$ cat config.mk
export PLATFORM = sky130hd
export DESIGN_NAME = wallace_mac_accumulator
export DESIGN_NICKNAME = d
export VERILOG_FILES = /design/src/rtl/wallace_mac_pkg.sv /design/src/rtl/wallace_mac_accumulator_tag_delay.sv /design/src/rtl/wallace_mac_accumulator.sv
export SDC_FILE = /design/constraint.sdc
export NUM_CORES = 1
export LEC_CHECK = 0
export CAP_MARGIN = 0
export CORE_MARGIN = 2
export CORE_UTILIZATION = 36
export DETAILED_ROUTE_END_ITERATION = 16
export PLACE_DENSITY = 0.66
export REMOVE_ABC_BUFFERS = 1
export SLEW_MARGIN = 20
export SYNTH_ARGS = -nofsm -noshare
export SYNTH_HDL_FRONTEND = slang
export SYNTH_SLANG_ARGS = --single-unit
$ cat constraint.sdc
create_clock -name clock -period 8.2 [get_ports clock]
set_input_delay 0.82 -clock clock [delete_from_list [all_inputs] [get_ports clock]]
set_output_delay 0.82 -clock clock [all_outputs]
set_load 0.01 [all_outputs]
$ cat src/rtl/wallace_mac_pkg.sv
// Shared types for the Wallace multiplier accumulator: product/accumulator widths
// and the beat tag that travels alongside the multiplier pipeline.
package wallace_mac_pkg;

    localparam int PROD_W = 32;
    localparam int ACC_W  = 40;

    typedef logic [PROD_W-1:0] prod_t;
    typedef logic [ACC_W-1:0]  acc_t;

    typedef struct packed {
        logic vld;
        logic last;
    } mac_tag_t;

endpackage

$ cat src/rtl/wallace_mac_accumulator_tag_delay.sv
// mac_tag_delay: LATENCY-stage shift register of beat tags. It mirrors the multiplier
// pipeline so that each product can be matched to the beat that produced it.
module mac_tag_delay
    import wallace_mac_pkg::*;
#(
    parameter int LATENCY = 4
) (
    input  logic     clock,
    input  logic     reset,
    input  mac_tag_t i_tag,
    output mac_tag_t o_tag
);

    mac_tag_t r_stage [LATENCY];

    // NOTE: unlike a data memory, every stage is reset here, because a stale vld
    // surviving reset would fold a discarded product into the next group.
    always_ff @(posedge clock) begin
        if (reset) begin
            for (int i = 0; i < LATENCY; i++) begin
                r_stage[i] <= '0;
            end
        end else begin
            r_stage[0] <= i_tag;
            for (int i = 1; i < LATENCY; i++) begin
                r_stage[i] <= r_stage[i-1];
            end
        end
    end

    assign o_tag = r_stage[LATENCY-1];

endmodule

$ cat src/rtl/wallace_mac_accumulator.sv
// Group accumulator behind the pipelined Wallace multiplier; owns issue flow control.
// Build option MAC_SAT_EN: clamp the group sum on overflow instead of wrapping.
module wallace_mac_accumulator
    import wallace_mac_pkg::mac_tag_t;
#(
    parameter int LATENCY = 4,
    parameter int PROD_W  = wallace_mac_pkg::PROD_W,
    parameter int ACC_W   = wallace_mac_pkg::ACC_W,   // must be >= PROD_W
    parameter int CNT_W   = 16
) (
    input  logic              clock,
    input  logic              reset,
    input  logic              issue_valid,
    input  logic              issue_last,
    output logic              issue_ready,
    input  logic [PROD_W-1:0] P,
    output logic              out_valid,
    input  logic              out_ready,
    output logic [ACC_W-1:0]  out_data,
    output logic [CNT_W-1:0]  out_count,
    output logic              out_sat
);

    logic [ACC_W-1:0] r_acc;
    logic [CNT_W-1:0] r_cnt;
    logic             r_sticky;
    logic             r_last_inflight;
    logic             r_out_valid;
    logic [ACC_W-1:0] r_out_data;
    logic [CNT_W-1:0] r_out_count;
    logic             r_out_sat;

    mac_tag_t         w_tag_in;
    mac_tag_t         w_tag_out;
    logic             w_accept;
    logic             w_do_accum;
    logic             w_do_close;
    logic [ACC_W:0]   w_sum;
    logic             w_carry;
    logic [ACC_W-1:0] w_next_acc;
    logic [CNT_W-1:0] w_cnt_inc;

    // A last beat is held off until its result is guaranteed a free output register.
    assign issue_ready = !issue_last || (!r_last_inflight && (!r_out_valid || out_ready));
    assign w_accept    = issue_valid && issue_ready;

    assign w_tag_in.vld  = w_accept;
    assign w_tag_in.last = w_accept && issue_last;

    mac_tag_delay #(
        .LATENCY (LATENCY)
    ) u_tag_delay (
        .clock (clock),
        .reset (reset),
        .i_tag (w_tag_in),
        .o_tag (w_tag_out)
    );

    assign w_do_accum = w_tag_out.vld && !w_tag_out.last;
    assign w_do_close = w_tag_out.vld &&  w_tag_out.last;

    assign w_sum     = {1'b0, r_acc} + {{(ACC_W + 1 - PROD_W){1'b0}}, P};
    assign w_carry   = w_sum[ACC_W];
    assign w_cnt_inc = (&r_cnt) ? r_cnt : r_cnt + 1'b1;

`ifdef MAC_SAT_EN
    localparam logic [ACC_W-1:0] ACC_MAX = '1;
    assign w_next_acc = (r_sticky || w_carry) ? ACC_MAX : w_sum[ACC_W-1:0];
`else
    assign w_next_acc = w_sum[ACC_W-1:0];
`endif

    // NOTE: all state below uses <= so every register sees pre-edge values.
    always_ff @(posedge clock) begin
        if (reset) begin
            r_acc    <= '0;
            r_cnt    <= '0;
            r_sticky <= 1'b0;
        end else if (w_do_close) begin
            r_acc    <= '0;
            r_cnt    <= '0;
            r_sticky <= 1'b0;
        end else if (w_do_accum) begin
            r_acc    <= w_next_acc;
            r_cnt    <= w_cnt_inc;
            r_sticky <= r_sticky || w_carry;
        end
    end

    always_ff @(posedge clock) begin
        if (reset) begin
            r_last_inflight <= 1'b0;
        end else if (w_accept && issue_last) begin
            r_last_inflight <= 1'b1;
        end else if (w_do_close) begin
            r_last_inflight <= 1'b0;
        end
    end

    // A close takes priority over a pop so a new result never loses a cycle.
    always_ff @(posedge clock) begin
        if (reset) begin
            r_out_valid <= 1'b0;
            r_out_data  <= '0;
            r_out_count <= '0;
            r_out_sat   <= 1'b0;
        end else if (w_do_close) begin
            r_out_valid <= 1'b1;
            r_out_data  <= w_next_acc;
            r_out_count <= w_cnt_inc;
            r_out_sat   <= r_sticky || w_carry;
        end else if (r_out_valid && out_ready) begin
            r_out_valid <= 1'b0;
        end
    end

    assign out_valid = r_out_valid;
    assign out_data  = r_out_data;
    assign out_count = r_out_count;
    assign out_sat   = r_out_sat;

endmodule

==> impl_results.html <==
<table>
<tr><th>Metric</th><th>Value</th></tr>
<tr><th colspan="2">Timing</th></tr>
<tr><td>Period minus WS final</td><td>3.55 ns</td></tr>
<tr><td>Number of setup violations in the final report</td><td>0</td></tr>
<tr><td>Hold Vio Cnt, Final</td><td>0</td></tr>
<tr><td>Final period util</td><td>43.3%</td></tr>
<tr><td>Measured slew at the worst slew-check pin</td><td>0.940 ns</td></tr>
<tr><td>Setup repair after global routing missed its margin</td><td>false</td></tr>
<tr><td>Least setup slack across all paths after layout</td><td>4.65 ns</td></tr>
<tr><td>Aggregate negative setup slack</td><td>0 ns</td></tr>
<tr><td>Maximum frequency from static timing analysis</td><td>282 MHz</td></tr>
<tr><td>Number of slew-limit violations in the final report</td><td>0</td></tr>
<tr><td>Setup clock skew after layout</td><td>0.0124 ns</td></tr>
<tr><td>Relative max-transition margin</td><td>37.3%</td></tr>
<tr><th colspan="2">Finish</th></tr>
<tr><td>Final-layout fill cell count</td><td>1734</td></tr>
<tr><td>Total area of multi-input combinational cells</td><td>3790 um^2</td></tr>
<tr><td>Fraction of final layout cells sized beyond drive strength 1</td><td>5.97%</td></tr>
<tr><td>Area added between synthesis and finish</td><td>27.0%</td></tr>
<tr><td>Final Non-Filler Cells</td><td>1083</td></tr>
<tr><td>Sequential cell area</td><td>2480 um^2</td></tr>
<tr><td>Diodes inserted</td><td>0</td></tr>
<tr><td>NumNets Final</td><td>912</td></tr>
<tr><th colspan="2">Global routing</th></tr>
<tr><td>Number of global-route vias before repair</td><td>5594</td></tr>
<tr><td>GR Overflow Total</td><td>0</td></tr>
<tr><td>GR Util All Layers</td><td>18.2%</td></tr>
<tr><td>Global-route wire length before repair</td><td>28.5 mm</td></tr>
<tr><td>Pin count of the biggest net entering global routing</td><td>60</td></tr>
<tr><td>Antenna violations before repair</td><td>0</td></tr>
<tr><th colspan="2">Drt</th></tr>
<tr><td>Detail-routed net length per standard cell</td><td>16.0 um</td></tr>
<tr><td>Number of design-rule violations left by the first detailed-router iteration</td><td>376</td></tr>
<tr><td>First drt pass iteration count</td><td>5</td></tr>
<tr><td>Aggregate routed wire length</td><td>17.3 mm</td></tr>
<tr><td>Count of vias placed by the detailed router</td><td>5919</td></tr>
<tr><td>Antenna Nets Post-Route</td><td>0</td></tr>
<tr><td>Via-to-Cell Ratio</td><td>5.47</td></tr>
<tr><td>DRC errors left</td><td>0</td></tr>
<tr><th colspan="2">Clock network</th></tr>
<tr><td>Largest buffer count on any clock path</td><td>2</td></tr>
<tr><td>TritonCTS clock tree</td><td>done</td></tr>
<tr><td>Buffer cell driving the clock tree root</td><td>clkbuf_16</td></tr>
<tr><td>Clk Latency, worst-skew pair</td><td>0.42 ns</td></tr>
<tr><td>Quantity of gates resized following cts</td><td>0</td></tr>
<tr><td>Clock transition at path regs</td><td>0.06 ns</td></tr>
<tr><td>Total setup buffers inserted after CTS</td><td>0</td></tr>
<tr><td>Sinks on the clock net</td><td>124</td></tr>
<tr><td>Number of hold buffers added after CTS</td><td>0</td></tr>
<tr><td>TritonCTS Buffers</td><td>17</td></tr>
<tr><td>CTS H-tree lvls</td><td>4</td></tr>
<tr><th colspan="2">Logic synthesis</th></tr>
<tr><td>Cell count after synthesis</td><td>768</td></tr>
<tr><td>Synth unique cells</td><td>64</td></tr>
<tr><td>Mean post-synth cell area</td><td>8.47 um^2</td></tr>
<tr><td>FFs w/ async S/R, synth</td><td>0%</td></tr>
<tr><td>Most used flip-flop cell after synthesis</td><td>dfxtp_1</td></tr>
<tr><td>Warnings from Yosys</td><td>0</td></tr>
<tr><td>Syn Std Cell Area</td><td>6500 um^2</td></tr>
<tr><td>Number of synthesized flops with an enable pin</td><td>0</td></tr>
<tr><td>Proportion of synthesized chip area in sequential cells</td><td>38.2%</td></tr>
<tr><td>Post-synthesis sequential element count</td><td>124</td></tr>
<tr><th colspan="2">Placed design</th></tr>
<tr><td>Minimum setup slack after placement</td><td>4.24 ns</td></tr>
<tr><td>HPWL after detailed placement</td><td>11.6 mm</td></tr>
<tr><td>Placed Instances</td><td>1051</td></tr>
<tr><td>Gpl congestion</td><td>0.857</td></tr>
<tr><td>PortBufs</td><td>95</td></tr>
<tr><th colspan="2">Pwr</th></tr>
<tr><td>Static power due to leakage</td><td>3.27 nW</td></tr>
<tr><td>Maximum resistive drop on vdd</td><td>0.148 mV</td></tr>
<tr><td>Power density relative to cell area</td><td>189 nW/um^2</td></tr>
<tr><th colspan="2">Job</th></tr>
<tr><td>Max cap viols</td><td>0</td></tr>
<tr><th colspan="2">Status</th></tr>
<tr><td>Run status</td><td>finished clean</td></tr>
<tr><th colspan="2">Setup path</th></tr>
<tr><td>Worst-case register-to-register setup slack</td><td>5.19 ns</td></tr>
<tr><td>Kind of launch point of the worst setup path</td><td>input port</td></tr>
<tr><td>Arrival time of the worst setup path</td><td>3.86 ns</td></tr>
<tr><td>Kind of capture point of the worst setup path</td><td>flop</td></tr>
<tr><td>Worst setup path startpoint</td><td>P[0]</td></tr>
<tr><td>Critical path endpoint</td><td>out_data[34]</td></tr>
<tr><td>Number of cell instances on the worst register-to-register path</td><td>10</td></tr>
<tr><td>Launching point of the worst reg2reg path</td><td>r_acc[0]</td></tr>
<tr><td>Type of the worst setup path</td><td>input port to flop</td></tr>
<tr><td>Required time at the endpoint of the critical path</td><td>8.51 ns</td></tr>
<tr><td>Largest driver fanout on the critical path</td><td>14</td></tr>
<tr><td>Endpoint of the worst register-to-register path</td><td>out_data[34]</td></tr>
<tr><th colspan="2">Floorplanning</th></tr>
<tr><td># rows</td><td>49</td></tr>
<tr><td>Floorplan die height</td><td>138 um</td></tr>
<tr><td>Effective utilization at floorplan</td><td>36.4%</td></tr>
<tr><td>Die Area</td><td>19200 um^2</td></tr>
<tr><td>Width of the chip</td><td>138 um</td></tr>
<tr><td>Total core area</td><td>17800 um^2</td></tr>
<tr><td>Total I/O pin count</td><td>96</td></tr>
<tr><th colspan="2">Worst hold path</th></tr>
<tr><td>Min-Delay Path Class</td><td>flop to flop</td></tr>
</table>
critical path, cell delays in order:
cell             delay, ns
clkdlybuf4s50_1       0.42
ha_1                  0.24
fa_1                  0.44
a211oi_1              0.22
o21ai_1               0.17
o21ai_1               0.25
nand2_1               0.15
a21o_1                0.22
and3_1                0.29
or3_1                 0.39
a32o_1                0.26
per-layer routing:
metal,vias up,GRT usage (%),share of wire (%)
met4,0,6.50,2.0
met3,25,4.57,5.5
li1,2966,-,-
met1,2766,23.7,48
met2,162,29.3,45
met5,-,0,0
synthesized netlist by cell type, drive strengths merged (7+ instances only):
| library cell | n | area (um^2) |
|---|---|---|
| nand2b | 7 | 43.8 |
| a22oi | 23 | 173 |
| nand3 | 19 | 95.1 |
| a211oi | 7 | 52.6 |
| and4 | 7 | 61.3 |
| nand4 | 8 | 50.1 |
| o21ai | 61 | 305 |
| a22o | 27 | 236 |
| and3 | 9 | 56.3 |
| nor2b | 11 | 68.8 |
| xor2 | 17 | 149 |
| clkbuf | 39 | 146 |
| buf | 9 | 45.0 |
| inv | 11 | 41.3 |
| or3 | 7 | 43.8 |
| a32o | 11 | 110 |
| nand2 | 76 | 285 |
| a21o | 14 | 105 |
| a31oi | 7 | 43.8 |
| and2 | 7 | 43.8 |
| ha | 33 | 413 |
| nor2 | 77 | 289 |
| a21oi | 55 | 275 |
| dfxtp | 124 | 2480 |
| xnor2 | 25 | 219 |
| nor3 | 10 | 50.1 |
cells by family (layout without fill, tap and decap cells):
kind of cell,after synthesis,count (layout),share of synthesized area [%]
and+or+nand+nor,255,255,19.0
AOI/OAI and AO/OA,248,248,26.2
DFF,124,124,38.2
buffers and inverters,61,147,3.69
xor gates and xnor gates,42,42,5.66
adders and majority gates,34,34,6.66
muxes,4,4,0.616
sequential cells by signal (all words and copies together), names as in the netlist:
name	count
out_count	16
out_data	40
out_sat	1
out_valid	1
r_acc	40
r_cnt	16
r_last_inflight	1
r_sticky	1
u_tag_delay.r_stage	8
cell usage in the layout, fill, tap and decap left out, drive strengths merged, types with 23 or more instances in the layout:
cell,Yosys,layout
a21oi,55,55
a22o,27,27
a22oi,23,23
clkdlybuf4s50,0,94
dfxtp,124,124
ha,33,33
nand2,76,76
nor2,77,77
o21ai,61,61
xnor2,25,25
area by class of cell:
cell class / count / area share (%)
clock buffer: 20 / 5.65
clock inverter: 12 / 2.21
inverter: 13 / 0.591
multi-input combinational: 583 / 45.9
sequential: 124 / 30.1
tap: 229 / 3.47
timing repair buffer: 102 / 12.1
through the flow:
step / utilization (%) / area, um^2 / hold WS [ns] / power (W)
floorplan: - / 6310 / 0.414 / 0.000700
global placement: 42.6 / 7610 / 0.415 / 0.000746
detailed placement: 42.6 / 7610 / 0.420 / 0.000747
CTS: 46.3 / 8260 / 0.429 / 0.00158
global route: 46.3 / 8260 / 0.449 / 0.00162
finish: 46.3 / 8260 / 0.432 / 0.00156
worst min-delay path by stage:
stage | from | end | slack [ns] | depth (start not counted)
2_1_floorplan | u_tag_delay.r_stage[0][0] | u_tag_delay.r_stage[1][0] | 0.41 | 1
3_3_place_gp | u_tag_delay.r_stage[2][0] | u_tag_delay.r_stage[3][0] | 0.41 | 1
3_5_place_dp | u_tag_delay.r_stage[2][1] | u_tag_delay.r_stage[3][1] | 0.42 | 1
4_1_cts | u_tag_delay.r_stage[2][1] | u_tag_delay.r_stage[3][1] | 0.43 | 1
5_1_grt | u_tag_delay.r_stage[2][0] | u_tag_delay.r_stage[3][0] | 0.45 | 1
6_report | u_tag_delay.r_stage[2][1] | u_tag_delay.r_stage[3][1] | 0.43 | 1
report_power, final:
| part | switching [W] | internal [W] |
|---|---|---|
| sequential | 0.0000104 | 0.000611 |
| combinational | 0.0000643 | 0.0000487 |
| clock | 0.000294 | 0.000536 |
| total | 0.000369 | 0.00120 |
No activity file was read; power rests on OpenSTA's default activity.
